<file path="src/rtl/parking_gate_ctrl.sv">
// -----------------------------------------------------------------------------
// parking_gate_ctrl
//   Entrance-gate controller for a parking lot. A car at the entrance must key
//   in the password before the gate opens. The block counts cars in the lot up
//   to CAPACITY and tracks departures. It locks the keypad out for a fixed
//   time after MAX_TRIES consecutive wrong entries. It abandons a password
//   wait after TIMEOUT_CYC idle cycles.
//
// Ports
//   clk             in   1      system clock, rising edge
//   reset           in   1      asynchronous, active-high reset
//   sensor_entrance in   1      car present at entrance gate (level)
//   sensor_exit     in   1      car has cleared the gate into the lot (level)
//   car_depart      in   1      one-cycle pulse: a car left the lot
//   password_valid  in   1      one-cycle strobe: password holds a full entry
//   password        in   PWD_W  keypad value, sampled when password_valid=1
//   GREEN_LED       out  1      gate open
//   RED_LED         out  1      gate closed / error
//   indicator       out  3      current state code
//   countcar        out  CNT_W  cars currently in lot
//   full            out  1      countcar == CAPACITY
//   lockout         out  1      keypad locked out
// -----------------------------------------------------------------------------
module parking_gate_ctrl #(
  parameter int               CAPACITY    = 8,
  parameter int               PWD_W       = 4,
  parameter logic [PWD_W-1:0] PASSWORD    = 4'b1011,
  parameter int               MAX_TRIES   = 3,
  parameter int               LOCKOUT_CYC = 16,
  parameter int               TIMEOUT_CYC = 64,
  localparam int              CNT_W       = $clog2(CAPACITY + 1)
) (
  input  logic             clk,
  input  logic             reset,
  input  logic             sensor_entrance,
  input  logic             sensor_exit,
  input  logic             car_depart,
  input  logic             password_valid,
  input  logic [PWD_W-1:0] password,
  output logic             GREEN_LED,
  output logic             RED_LED,
  output logic [2:0]       indicator,
  output logic [CNT_W-1:0] countcar,
  output logic             full,
  output logic             lockout
);

  typedef enum logic [2:0] {
    S_IDLE       = 3'd0,
    S_WAIT_PASS  = 3'd1,
    S_WRONG_PASS = 3'd2,
    S_RIGHT_PASS = 3'd3,
    S_STOP       = 3'd4,
    S_LOCKOUT    = 3'd5
  } state_e;

  localparam int TRIES_W = $clog2(MAX_TRIES + 1);
  // One timer serves both the password timeout and the lockout hold.
  localparam int TMR_MAX = (LOCKOUT_CYC > TIMEOUT_CYC) ? LOCKOUT_CYC : TIMEOUT_CYC;
  localparam int TMR_W   = $clog2(TMR_MAX + 1);

  localparam logic [CNT_W-1:0]   CNT_FULL  = CNT_W'(CAPACITY);
  localparam logic [TMR_W-1:0]   TMO_LAST  = TMR_W'(TIMEOUT_CYC - 1);
  localparam logic [TMR_W-1:0]   LOCK_LAST = TMR_W'(LOCKOUT_CYC - 1);
  localparam logic [TRIES_W-1:0] TRY_LIMIT = TRIES_W'(MAX_TRIES);

  state_e             state_q, state_d;
  logic [TRIES_W-1:0] tries_q, tries_d;
  logic [TMR_W-1:0]   timer_q, timer_d;
  logic [CNT_W-1:0]   count_q, count_d;
  logic               green_q, green_d;
  logic               red_q, red_d;

  logic               full_now;
  logic               pw_match;
  logic               car_in;
  logic [TRIES_W-1:0] tries_inc;

  assign full_now  = (count_q == CNT_FULL);
  assign pw_match  = (password == PASSWORD);
  assign car_in    = (state_q == S_RIGHT_PASS) && sensor_exit;
  assign tries_inc = tries_q + TRIES_W'(1);

  always_comb begin
    // NOTE: every signal written here gets a default first, so no path can leave one unassigned and infer a latch.
    state_d = state_q;
    tries_d = tries_q;
    timer_d = timer_q;
    count_d = count_q;
    green_d = 1'b0;
    red_d   = 1'b0;

    // Arrival and departure in the same cycle cancel out. Otherwise the count
    // saturates at CAPACITY and floors at zero.
    if (car_in && !car_depart) begin
      if (!full_now) count_d = count_q + CNT_W'(1);
    end else if (car_depart && !car_in) begin
      if (count_q != '0) count_d = count_q - CNT_W'(1);
    end

    case (state_q)
      S_IDLE: begin
        if (sensor_entrance && !full_now) begin
          state_d = S_WAIT_PASS;
          timer_d = '0;
        end
      end

      S_WAIT_PASS, S_WRONG_PASS, S_STOP: begin
        if (state_q == S_STOP && full_now) begin
          // A tailgater filled the lot: the keypad is dead until a space frees up.
          if (car_depart) state_d = S_IDLE;
        end else if (password_valid) begin
          if (pw_match) begin
            state_d = S_RIGHT_PASS;
            tries_d = '0;
          end else begin
            tries_d = tries_inc;
            if (tries_inc == TRY_LIMIT) begin
              state_d = S_LOCKOUT;
              timer_d = '0;
            end else begin
              state_d = S_WRONG_PASS;
            end
          end
        end else if (state_q == S_WAIT_PASS) begin
          if (timer_q == TMO_LAST) begin
            state_d = S_IDLE;
            tries_d = '0;
          end else begin
            timer_d = timer_q + TMR_W'(1);
          end
        end
      end

      S_RIGHT_PASS: begin
        if (sensor_exit) state_d = sensor_entrance ? S_STOP : S_IDLE;
      end

      S_LOCKOUT: begin
        if (timer_q == LOCK_LAST) begin
          state_d = S_IDLE;
          tries_d = '0;
        end else begin
          timer_d = timer_q + TMR_W'(1);
        end
      end

      default: state_d = S_IDLE;
    endcase

    // LEDs are decoded from the next state so they register alongside it.
    case (state_d)
      S_IDLE:       red_d   = (count_d == CNT_FULL);
      S_RIGHT_PASS: green_d = 1'b1;
      // Blink starts lit on entry, then inverts every cycle while wrong.
      S_WRONG_PASS: red_d   = (state_q == S_WRONG_PASS) ? ~red_q : 1'b1;
      default:      red_d   = 1'b1;
    endcase
  end

  always_ff @(posedge clk or posedge reset) begin
    if (reset) begin
      state_q <= S_IDLE;
      tries_q <= '0;
      timer_q <= '0;
      count_q <= '0;
      green_q <= 1'b0;
      red_q   <= 1'b0;
    end else begin
      // NOTE: non-blocking assignments so every flop samples pre-edge values.
      state_q <= state_d;
      tries_q <= tries_d;
      timer_q <= timer_d;
      count_q <= count_d;
      green_q <= green_d;
      red_q   <= red_d;
    end
  end

  assign GREEN_LED = green_q;
  assign RED_LED   = red_q;
  assign indicator = state_q;
  assign countcar  = count_q;
  assign full      = full_now;
  assign lockout   = (state_q == S_LOCKOUT);

endmodule

</file>
<file path="config.mk">
export PLATFORM = sky130hd
export DESIGN_NAME = parking_gate_ctrl
export DESIGN_NICKNAME = d
export VERILOG_FILES = /design/src/rtl/parking_gate_ctrl.sv
export SDC_FILE = /design/constraint.sdc
export NUM_CORES = 1
export LEC_CHECK = 0
export BUFFER_PORTS_ARGS = -buffer_cell sky130_fd_sc_hd__buf_2
export CAP_MARGIN = 20
export CORE_UTILIZATION = 35
export DETAILED_ROUTE_END_ITERATION = 10
export GPL_ROUTABILITY_DRIVEN = 0
export PLACE_DENSITY_LB_ADDON = 0.05
export SETUP_SLACK_MARGIN = 0.05
export SLEW_MARGIN = 25
export SYNTH_ARGS = -nofsm -noshare
export SYNTH_HDL_FRONTEND = slang
export SYNTH_SLANG_ARGS = --single-unit
</file>
<file path="constraint.sdc">
create_clock -name clk -period 2.6 [get_ports clk]
set_input_delay 0.78 -clock clk [delete_from_list [all_inputs] [get_ports clk]]
set_output_delay 0.78 -clock clk [all_outputs]
set_load 0.02 [all_outputs]
</file>
* Word-level counts from Yosys, hierarchy flattened
Cells that the tools add are included.
Storage, ports and cells: register bits after elaboration 18, input bits 10, word-level logic and storage cells 84
Cells by class: add/subtract/negate cells 4, equal/unequal tests 22, muxes and demuxes 35, bitwise operators 1, reductions and logical operators 16
Operators with widths (number):
- $mux W7 | 8
- $mux W3 | 11
- $pmux W7 S3 | 1
- $mux W4 | 4
- $ne A3 B3 Y1 const B | 5
- $eq A3 B2 Y1 const B | 4
- $eq A4 B4 Y1 const B | 3
- $mux W2 | 6
- $pmux W3 S4 | 1
- $reduce_and A8 Y1 | 1
- $add A7 B1 Y7 const B | 1
- $eq A7 B4 Y1 const B | 1
- $eq A7 B6 Y1 const B | 1
- $eq A3 B3 Y1 const B | 2
- $logic_not A3 Y1 | 2
- $ne A2 B2 Y1 const B | 3
- $logic_and A1 B1 Y1 | 5
- $reduce_and A5 Y1 | 1
- $add A4 B1 Y4 const B | 1
- $pmux W2 S2 | 1
- $reduce_bool A4 Y1 | 1
- $sub A4 B1 Y4 const B | 1
- $eq A3 B1 Y1 const B | 1
- $logic_not A1 Y1 | 3
- other kinds (9) | 10

* Depth between registers and ports, before layout
Gate-level depths: netlist of the first run.
depth in word-level cells 9, depth in mapped cells 8, gate-level depth less buffers 7

* Worst setup path before layout of the first run
Ideal clock, no wire load.
path kind reg2reg, start reg count_q[0], in the netlist countcar[0], end reg timer_q[1], arrival time 2.261 ns, data required time 2.473 ns, setup slack 0.211 ns, cell stages (with the launch flop) 9, path buffers 1, clock period less this slack 2.389 ns, path through dfrtp_1 inv_1 ha_1 and3b_1 buf_2 o31a_1 a21oi_2 and2_1 mux2_1
Between the ends: cells in the longest elaborated chain, start to end 5, elaborated cells on any way between the ends 7
Ends and longest elaborated chain:
- start: declaration | RTL line 70 | logic [CNT_W-1:0] count_q, count_d;
- start signal: assignment | RTL line 175 | count_q <= count_d;
- $eq A4 B4 Y1 (*) | RTL line 79 | assign full_now = (count_q == CNT_FULL);
- via full | RTL line 44 | output logic full,
- $logic_not A1 Y1 | RTL line 103 | if (sensor_entrance && !full_now) begin
- $logic_and A1 B1 Y1 | RTL line 103
- $ne A2 B2 Y1 (no source line)
- $reduce_and A8 Y1 (no source line) (*)
- end signal: assignment | RTL line 174 | timer_q <= timer_d;
- end: declaration | RTL line 69 | logic [TMR_W-1:0] timer_q, timer_d;
Mark *: on every way through the listed nets, which the timed path passes. The rest lies on a longest branch. A chain may end at the register's enable or synchronous reset.

* Worst setup path in the final report of the first run
start reg count_q[0], in the netlist countcar[0], end out full
Between the ends: cells in the longest elaborated chain, start to end 1
Ends and longest elaborated chain (RTL line):
- $eq A4 B4 Y1 | 79
- end: declaration | 44
No other way between the ends.

==> summary.md, run 1 <==
## Place
• 20 — number of buffers added on ports
• 2608 um — detailed placement HPWL

## Timing
• 93.21% — share of the cycle needed by the critical path after routing
• 3.225 ps — skew final
• 412.6 MHz — maximum clock frequency
• 0 — number of max-slew violations in the final report
• 51.48% — slew margin rel.
• 0 — Finish-stage setup viols
• 0 — count of endpoints failing hold in the final timing report
• false — RSZ-0062 raised after global routing
• 2423 ps — minimum clock period after layout
• 727.0 ps — actual transition at the worst max-transition pin
• 0 ps — Setup Total Neg Slack

## CTS
• built — clock tree from TritonCTS
• 2 — maximum number of buffers from clock root to sink
• 250 ps — latest clock arrival within the worst-skew pair
• 1 — number of levels the H-tree was split into
• 18 — Sink Count
• 3 — total clock buffers created by CTS
• clkbuf_8 — CTS Root Buffer Type
• 70 ps — CTS clock-pin slew for the worst setup and hold paths

## Worst hold path
• timer_q[0] — end point of the worst hold path
• timer_q[0] — worst hold path startpoint
• 1 — hold-critical path depth
• flop to flop — kind of path behind the tightest hold check

## Pwr
• 0.9018 mW — reported net switching power
• 0.0004071 V — Worst VDD drop
• 0.9927 mW — internal power
• 1159 mW/mm2 — Cell Pwr Density
• 47.60% — sw frac
• 28.3% — Reg power frac
• 0.7325 nW — leakage power of the design
• 59.7% — combinational share of power
• 12.0% — Clock power frac

## Logic synthesis
• 180 — Synthesized Nets
• 31.14% — post-synthesis sequential area ratio
• dfrtp_1 — leading area contributor after synthesis
• 8.713 um2 — Avg Inst Size Synth
• 53 — count of different cell masters after synthesis
• 0.001446 mm2 — post-synth design cell area
• 0 — total number of yosys warnings
• 31.14% — share of the synthesized area in the top cell type
• dfrtp_1 — top_reg_cell synth
• 18 — number of storage elements in the synthesis netlist
• 0 — number of enable-type register cells in the synthesized netlist
• 100.0% — proportion of register bits with asynchronous set or reset after synthesis
• 166 — cells after synthesis
• dfrtp_1 (31%), nand2b_1 (5.2%), ha_1 (3.5%) — cells taking the most area after synthesis

## Route
• 0 — remaining routing DRC violations
• 1,353 — vias
• 0 — antenna viol nets, final
• 4 — first drt pass iteration count
• 5.807 — average via count per standard cell
• 3649 um — aggregate routed wire length
• 95 — Detailed Route Iter0 Violations
• 15.66 um — post-DR wirelength/cell

## Global route
• 20 — pin count of the biggest net entering global routing
• 5968 um — wire length of the first global-routing pass
• 1,194 — via count of the first global-routing pass
• 17.90% — global router's overall resource usage
• 0 — residual overflow from global routing
• 0 — antenna violations before repair

## Critical path
• 460 ps — stage delay of the slowest cell on the critical path
• inv_1, ha_2, and3b_1, buf_4, buf_2 — critical path, cell by cell
• 7 — Worst R2R Path Depth
• countcar[0] — worst r2r src
• flop — Critical Path Source Type
• output port — endpoint class of the critical path
• buffers and inverters — delay-heaviest family, CP
• 8 — Max FO, Critical Path
• 3 — Crit path buffers/inverters
• 1640 ps — data arrival time of the critical path
• 290 ps — register-to-register setup slack
• timer_q[1] — capturing point of the worst reg2reg path
• dfrtp_1 — slowest CP cell
• 1820 ps — Data required, critical path
• flop to output port — startpoint-to-endpoint class of the critical path

## Floorplan
• 21 — # IOs
• 36.42% — starting utilization of the core area
• 66.29 um — Die Wd
• 0.003971 mm2 — CORE AREA
• 23 — floorplan row count
• 0.004394 mm2 — die outline area
• 66.29 um — die extent in y

## Layout
• buf_2 (20), dfrtp_1 (18), inv_1 (12), nand2b_1 (12), nor2_1 (11) — most frequent cells in the layout
• 0 — count of antenna diodes in the layout
• 20.22% — fraction of layout instances using a drive strength above 1
• buf_2 — most frequent standard cell in the layout excluding fill and tap cells
• 41.15% — core utilization of the finished layout
• 198 — total number of nets in the final design
• 12.98% — area growth from synthesis to layout

## Flow run
• 0 — max-cap violation count

## Outcome
• finished, final reports clean — result of the run

-- final cells by class --
type                    instances  area [um2]
clock buffers                   4       55.05
flip-flops and latches         18       450.4
fillers                       428        2337
multi-input cells             127       905.9
inverters                      12       45.04
well taps                      50       62.56
repair buffers                 22       115.1
-- cells in the mapped netlist, types with 2 or more instances --
master	count
dfrtp_1	18
inv_1	12
nand2b_1	12
nor2_1	11
nand3_1	9
nand2_1	7
buf_2	5
o211ai_1	5
o21ai_0	5
o2bb2ai_1	5
a31oi_1	4
ha_1	4
nand4b_1	4
a211oi_1	3
a311oi_1	3
and2_1	3
clkbuf_1	3
mux2i_1	3
nor4_1	3
or2_2	3
a21o_1	2
a21oi_1	2
a311o_1	2
and3_1	2
and3b_1	2
and4b_1	2
mux2_2	2
nand3b_1	2
o32ai_1	2
or3b_2	2
or4b_2	2
-- state kept, by name, summed over array words and instances (netlist names) --
name       count
GREEN_LED      1
RED_LED        1
countcar       4
indicator      3
timer_q        7
tries_q        2
-- power by group through the flow --
stage	clock network (mW)	registers, mW	logic [mW]
3_3_place_gp	0	0.536	1.12
2_1_floorplan	0	0.538	0.842
3_5_place_dp	0	0.539	1.12
5_1_grt	0.247	0.560	1.25
4_1_cts	0.239	0.533	1.13
6_report	0.228	0.536	1.13
-- kinds of logic (layout without fill, tap and decap cells) --
kind of cell / Yosys count / after routing / synth area share (%)
compound gates: 44 / 44 / 23.53
xor+xnor: 1 / 1 / 0.6056
fa+ha+maj: 4 / 4 / 3.460
buf+inv: 21 / 38 / 6.401
flops: 18 / 18 / 31.14
mux: 6 / 6 / 4.412
simple gates: 72 / 72 / 30.45
-- repair_timing --
item | 4_1_cts | 5_1_grt
hold buffers | 0 | 0
endpoints found under the setup margin | 0 | 7
gates resized for setup | 0 | 1
buffers inserted | 0 | 0
endpoints found under the hold margin | 0 | 0
-- stage by stage --
stage	hold slack (ps)	setup WS (ps)	cell area [um2]	instances	power, mW
2_1_floorplan	470.6	211.2	1446	166	1.380
4_1_cts	506.5	132.6	1632	233	1.897
5_1_grt	541.1	51.15	1634	233	2.055
3_5_place_dp	502.8	250.3	1577	229	1.661
6_report	499.0	176.5	1634	233	1.894
3_3_place_gp	492.7	243.3	1577	229	1.655
-- layer usage --
metal / up-vias / track usage, % / wire length [um]
met3: 4 / 1.552 / 127
met4: 0 / 5.851 / 40
li1: 658 / - / -
met2: 35 / 27.42 / 1646
met1: 656 / 26.16 / 1835
met5: - / 0 / 0
-- worst register-to-register path, stage by stage (launching register included) --
cell and delay [ps]:
dfrtp_1 470, inv_1 120, ha_2 240, and3b_1 210
o31a_1 290, a21oi_2 340, and2_1 220, mux2_1 320
-- how the worst max path moves through the flow --
| stage | from | endpoint | slack, ps | cells after the start |
|---|---|---|---|---|
| 2_1_floorplan | countcar[0] | timer_q[1] | 210 | 8 |
| 3_3_place_gp | countcar[0] | timer_q[1] | 240 | 7 |
| 3_5_place_dp | countcar[0] | timer_q[1] | 250 | 7 |
| 4_1_cts | countcar[0] | full | 130 | 5 |
| 5_1_grt | countcar[0] | full | 50 | 5 |
| 6_report | countcar[0] | full | 180 | 5 |
(Power assumes the default switching activity.)
==> run 2, diff against run 1 <==
--- a/config.mk
+++ b/config.mk
@@ -7,5 +7,4 @@
 export LEC_CHECK = 0
 export BUFFER_PORTS_ARGS = -buffer_cell sky130_fd_sc_hd__buf_2
-export CAP_MARGIN = 20
 export CORE_UTILIZATION = 35
 export DETAILED_ROUTE_END_ITERATION = 10
==> constraint.sdc (replaced) <==
create_clock -name clk -period 2.6 [get_ports clk]
set_input_delay 0.26 -clock clk [delete_from_list [all_inputs] [get_ports clk]]
set_output_delay 0.26 -clock clk [all_outputs]
set_load 0.02 [all_outputs]
==> run 2 against run 1 <==
Net effect: non-clock buffer count grew 3; sequential power shrank 3.9%; clock skew up 7.0 ps; setup slack improved by 120 ps; count of clock-buffer cells in the layout down 1; worst hold slack got worse by 400 ps; critical path type is now flop to flop; highest routed layer unchanged.
==> summary.md, run 2 (synthesis gave the netlist of run 1 again) <==
## Critical path
• 2730 ps — Data required, critical path
• 440 ps — stage delay of the slowest cell on the critical path
• 2440 ps — data arrival time of the critical path
• inv_1, ha_1, and3b_1, o31a_1, a21oi_2, and2_1, mux2_1 — critical path, cell by cell
• flop — endpoint class of the critical path
• flop to flop — startpoint-to-endpoint class of the critical path
• flop — Critical Path Source Type
• 8 — Max FO, Critical Path
• dfrtp_1 — slowest CP cell

## Global route
• 19 — pin count of the biggest net entering global routing
• 0 — antenna violations before repair
• 1,331 — via count of the first global-routing pass
• 18.66% — global router's overall resource usage
• 0 — residual overflow from global routing
• 6258 um — wire length of the first global-routing pass

## CTS
• 80 ps — CTS clock-pin slew for the worst setup and hold paths
• 2 — maximum number of buffers from clock root to sink
• 260 ps — latest clock arrival within the worst-skew pair
• 0 — # hold bufs at CTS
• built — clock tree from TritonCTS
• 0 — buffer count from post-CTS setup fixing
• 1 — number of levels the H-tree was split into
• 0 — Resized cells post-CTS
• clkbuf_8 — CTS Root Buffer Type
• 3 — total clock buffers created by CTS
• 18 — Sink Count

## Flow run
• 0 — max-cap violation count

## Layout
• timer_q — most flop-heavy register
• 7 — flip-flop count of the largest register, all copies and words added
• 13.41% — area growth from synthesis to layout
• 0 — count of antenna diodes in the layout
• 408 — fillers
• 20.54% — fraction of layout instances using a drive strength above 1
• buf_2 (20), dfrtp_1 (18), inv_1 (12), nand2b_1 (12), nor2_1 (11) — most frequent cells in the layout
• 201 — total number of nets in the final design
• buf_2 — most frequent standard cell in the layout excluding fill and tap cells

## Timing
• 0 — count of endpoints failing hold in the final timing report
• 291.9 ps — post-layout worst setup margin
• 101.8 ps — smallest hold slack
• 433.3 MHz — maximum clock frequency
• 0 — Finish-stage setup viols
• false — RSZ-0062 raised after global routing
• 0 ps — Setup Total Neg Slack
• 88.77% — share of the cycle needed by the critical path after routing
• 2308 ps — minimum clock period after layout
• 712.9 ps — actual transition at the worst max-transition pin
• 10.25 ps — skew final
• 0 — number of max-slew violations in the final report
• 52.42% — slew margin rel.

## Route
• 1,369 — vias
• met4 — top metal layer carrying routed signals
• 15.72 um — post-DR wirelength/cell
• 1759 um — met1 layer wirelength in the final routing
• 107 — Detailed Route Iter0 Violations
• 145 um — total met3 wirelength after detailed routing
• 0 — antenna viol nets, final
• 1739 um — Met2 Wirelength
• 3694 um — aggregate routed wire length
• 4 — first drt pass iteration count
• 5.826 — average via count per standard cell
• 0 — remaining routing DRC violations

## Place
• 20 — number of buffers added on ports
• 2805 um — detailed placement HPWL
• 301.4 ps — Placement Setup Slack

## Floorplan
• 0.004394 mm2 — die outline area
• 66.29 um — die extent in y
• 66.29 um — Die Wd
• 0.003971 mm2 — CORE AREA
• 23 — floorplan row count
• 36.42% — starting utilization of the core area
• 21 — # IOs

## Pwr
• 1.893 mW — overall power
• 0.0004876 V — Worst VDD drop
• 1154 mW/mm2 — Cell Pwr Density
• 0.7413 nW — leakage power of the design

## Worst hold path
• input port to async pin — kind of path behind the tightest hold check

## Outcome
• finished, final reports clean — result of the run

==> run 2: power by group <==
group / switching (mW) / internal (mW)
Combinational: 0.670 / 0.505
Clock: 0.100 / 0.103
Sequential: 0.141 / 0.374
Total: 0.911 / 0.983
==> run 2: layout make-up <==
type	instances	area, um2	area share [%]
Clock buffer	3	41.29	2.517
Inverter	12	45.04	2.746
Multi-Input combinational cell	127	903.4	55.07
Sequential cell	18	450.4	27.46
Tap cell	50	62.56	3.814
Timing Repair Buffer	25	137.6	8.391
==> run 2: final timing paths <==
check | cells past startpoint | startpoint | end | slack [ps]
worst min register to register | 1 | timer_q[0] | timer_q[0] | 510
max in group asynchronous | 2 | reset | indicator[1] | 2040
worst max register to register | 7 | countcar[0] | timer_q[1] | 290
worst max-delay path | 7 | countcar[0] | timer_q[1] | 290
min in group clk | 3 | car_depart | countcar[1] | 470
worst min-delay path | 2 | reset | timer_q[2] | 100
==> run 2: critical path, delay by kind of cell, from the launching register on <==
| family | cells | cell delay [ps] |
|---|---|---|
| AOI/OAI and AO/OA | 2 | 600 |
| DFF | 1 | 440 |
| and+or+nand+nor | 2 | 440 |
| muxes | 1 | 330 |
| adders and majority gates | 1 | 280 |
| buffers and inverters | 1 | 110 |
==> run 2: layer usage <==
| layer | GRT usage [%] | up-vias |
|---|---|---|
| met3 | 3.621 | 6 |
| met1 | 24.84 | 667 |
| met2 | 30.61 | 28 |
| met5 | 0 | - |
| li1 | - | 668 |
| met4 | 4.787 | 0 |
==> run 2: metrics by stage <==
stage               area (um2)  instances  utilization (%)
detailed placement        1599        232            40.26
global route              1640        235            41.30
global placement          1599        232            40.26
finish                    1640        235            41.30
CTS                       1640        235            41.30
floorplan                 1446        166                -
==> run 3, diff against run 2 <==
- PLACE_DENSITY: not set -> 0.5
- PLACE_DENSITY_LB_ADDON: 0.05 -> not set
- clock period: 2.6 -> 2.3 ns (I/O delays scaled with it)
==> run 3 against run 2 <==
Net effect: sequential power grew 10%; clock power increased by 23%; routed wire length is 3.6% lower; via count grew 0.29%; utilization rose by 2.1 points; cell area grew 5.2%; global-route usage down 1.4 points; sequential cell count did not move; cell count is 3.0% higher; count of clock-buffer cells in the layout increased by 1; critical path type unchanged.
==> summary.md, run 3 (synthesis gave the netlist of run 1 again) <==
## Pwr
• 64.6% — combinational share of power
• 10.8% — Clock power frac
• 1.251 mW — internal power
• 24.5% — Reg power frac
• 0.0005066 V — Worst VDD drop
• 1340 mW/mm2 — Cell Pwr Density
• 45.88% — sw frac
• 0.7786 nW — leakage power of the design
• 2.312 mW — overall power
• 1.061 mW — reported net switching power

## Layout
• buf_2 — most frequent standard cell in the layout excluding fill and tap cells
• 0 — count of antenna diodes in the layout
• 26.56% — fraction of layout instances using a drive strength above 1
• timer_q — most flop-heavy register
• 7 — flip-flop count of the largest register, all copies and words added
• 242 — non-filler instance count after layout
• 410 — fillers
• buf_2 (20), dfrtp_1 (16), inv_1 (12), nand2b_1 (12) — most frequent cells in the layout
• 0.001725 mm2 — fin area
• 43.45% — core utilization of the finished layout
• 207 — total number of nets in the final design
• 19.29% — area growth from synthesis to layout

## CTS
• 60 ps — CTS clock-pin slew for the worst setup and hold paths
• clkbuf_8 — CTS Root Buffer Type
• 1 — number of levels the H-tree was split into
• built — clock tree from TritonCTS
• 250 ps — latest clock arrival within the worst-skew pair
• 3 — total clock buffers created by CTS
• 2 — maximum number of buffers from clock root to sink
• 18 — Sink Count
• 0 — # hold bufs at CTS

## Place
• 2766 um — detailed placement HPWL
• 20 — number of buffers added on ports
• 67.77 ps — Placement Setup Slack
• 233 — DP Cell Count
• 0.001617 mm2 — placement-stage cell area

## Timing
• 0 — number of max-slew violations in the final report
• 67.34 ps — smallest hold slack
• 0 — Finish-stage setup viols
• 2111 ps — minimum clock period after layout
• 91.79% — share of the cycle needed by the critical path after routing
• 664.4 ps — actual transition at the worst max-transition pin
• 0 — count of endpoints failing hold in the final timing report
• 188.8 ps — post-layout worst setup margin
• 2.120 ps — skew final
• 473.7 MHz — maximum clock frequency
• 55.66% — slew margin rel.
• false — RSZ-0062 raised after global routing
• 0 ps — Setup Total Neg Slack

## Route
• 1593 um — Met2 Wirelength
• 4 — first drt pass iteration count
• 0 — remaining routing DRC violations
• 14.72 um — post-DR wirelength/cell
• 0 — antenna viol nets, final
• 3562 um — aggregate routed wire length
• 160 um — total met3 wirelength after detailed routing
• 157 — Detailed Route Iter0 Violations
• 1789 um — met1 layer wirelength in the final routing
• 5.674 — average via count per standard cell
• met4 — top metal layer carrying routed signals
• 1,373 — vias

## Critical path
• 2240 ps — data arrival time of the critical path
• flop — endpoint class of the critical path
• 1 — Crit path buffers/inverters
• 2430 ps — Data required, critical path
• dfrtp_2 — slowest CP cell
• 7 — Max FO, Critical Path
• flop to flop — startpoint-to-endpoint class of the critical path
• compound AO/OA/AOI/OAI gates — delay-heaviest family, CP
• flop — Critical Path Source Type
• inv_1, ha_2, and3b_2, o31a_1, a21oi_4, and2_1, mux2_1 — critical path, cell by cell
• 410 ps — stage delay of the slowest cell on the critical path

## Floorplan
• 0.004394 mm2 — die outline area
• 21 — # IOs
• 66.29 um — die extent in y
• 66.29 um — Die Wd
• 0.003971 mm2 — CORE AREA
• 36.42% — starting utilization of the core area
• 23 — floorplan row count

## Global route
• 17.30% — global router's overall resource usage
• 5844 um — wire length of the first global-routing pass
• 0 — antenna violations before repair
• 0 — residual overflow from global routing
• 19 — pin count of the biggest net entering global routing
• 1,229 — via count of the first global-routing pass

## Flow run
• 0 — max-cap violation count

## Worst hold path
• input port to async pin — kind of path behind the tightest hold check

## Outcome
• finished, final reports clean — result of the run

## run 3: final timing paths
path,startpoint,to,slack [ps],cells past startpoint
worst max-delay path,countcar[1],timer_q[1],190,7
worst min-delay path,reset,countcar[3],70,2
worst max register to register,countcar[1],timer_q[1],190,7
worst min register to register,timer_q[0],timer_q[0],510,1
max in group asynchronous,reset,countcar[0],1770,2
min in group clk,car_depart,countcar[1],440,3
## run 3: worst reg2reg max path, cell delays in order (launching register included)
cell and delay [ps]:
dfrtp_2 410, inv_1 80, ha_2 210, and3b_2 270
o31a_1 320, a21oi_4 200, and2_1 180, mux2_1 320
## run 3: power by group through the flow
| stage | clock network (mW) | logic [mW] | registers (mW) |
|---|---|---|---|
| floorplan | 0 | 0.972 | 0.613 |
| global route | 0.274 | 1.66 | 0.591 |
| detailed placement | 0 | 1.38 | 0.573 |
| CTS | 0.263 | 1.39 | 0.567 |
| finish | 0.250 | 1.49 | 0.567 |
| global placement | 0 | 1.37 | 0.569 |
## run 3: layout make-up
type / instances / area (um2) / share of cell area (%)
Multi-Input combinational cell: 127 / 927.1 / 53.73
Sequential cell: 18 / 452.9 / 26.25
Inverter: 12 / 45.04 / 2.611
Tap cell: 50 / 62.56 / 3.626
Clock buffer: 4 / 55.05 / 3.191
Timing Repair Buffer: 31 / 182.7 / 10.59
## run 3: layer usage
| layer | vias to the layer above | track usage, % |
|---|---|---|
| li1 | 683 | - |
| met1 | 654 | 25.37 |
| met2 | 34 | 25.64 |
| met3 | 2 | 2.241 |
| met4 | 0 | 6.117 |
| met5 | - | 0 |
## run 3: timing repair
item | in CTS | in global routing
resized for setup | 0 | 4
setup endpoints to repair | 0 | 11
setup buffers | 0 | 5
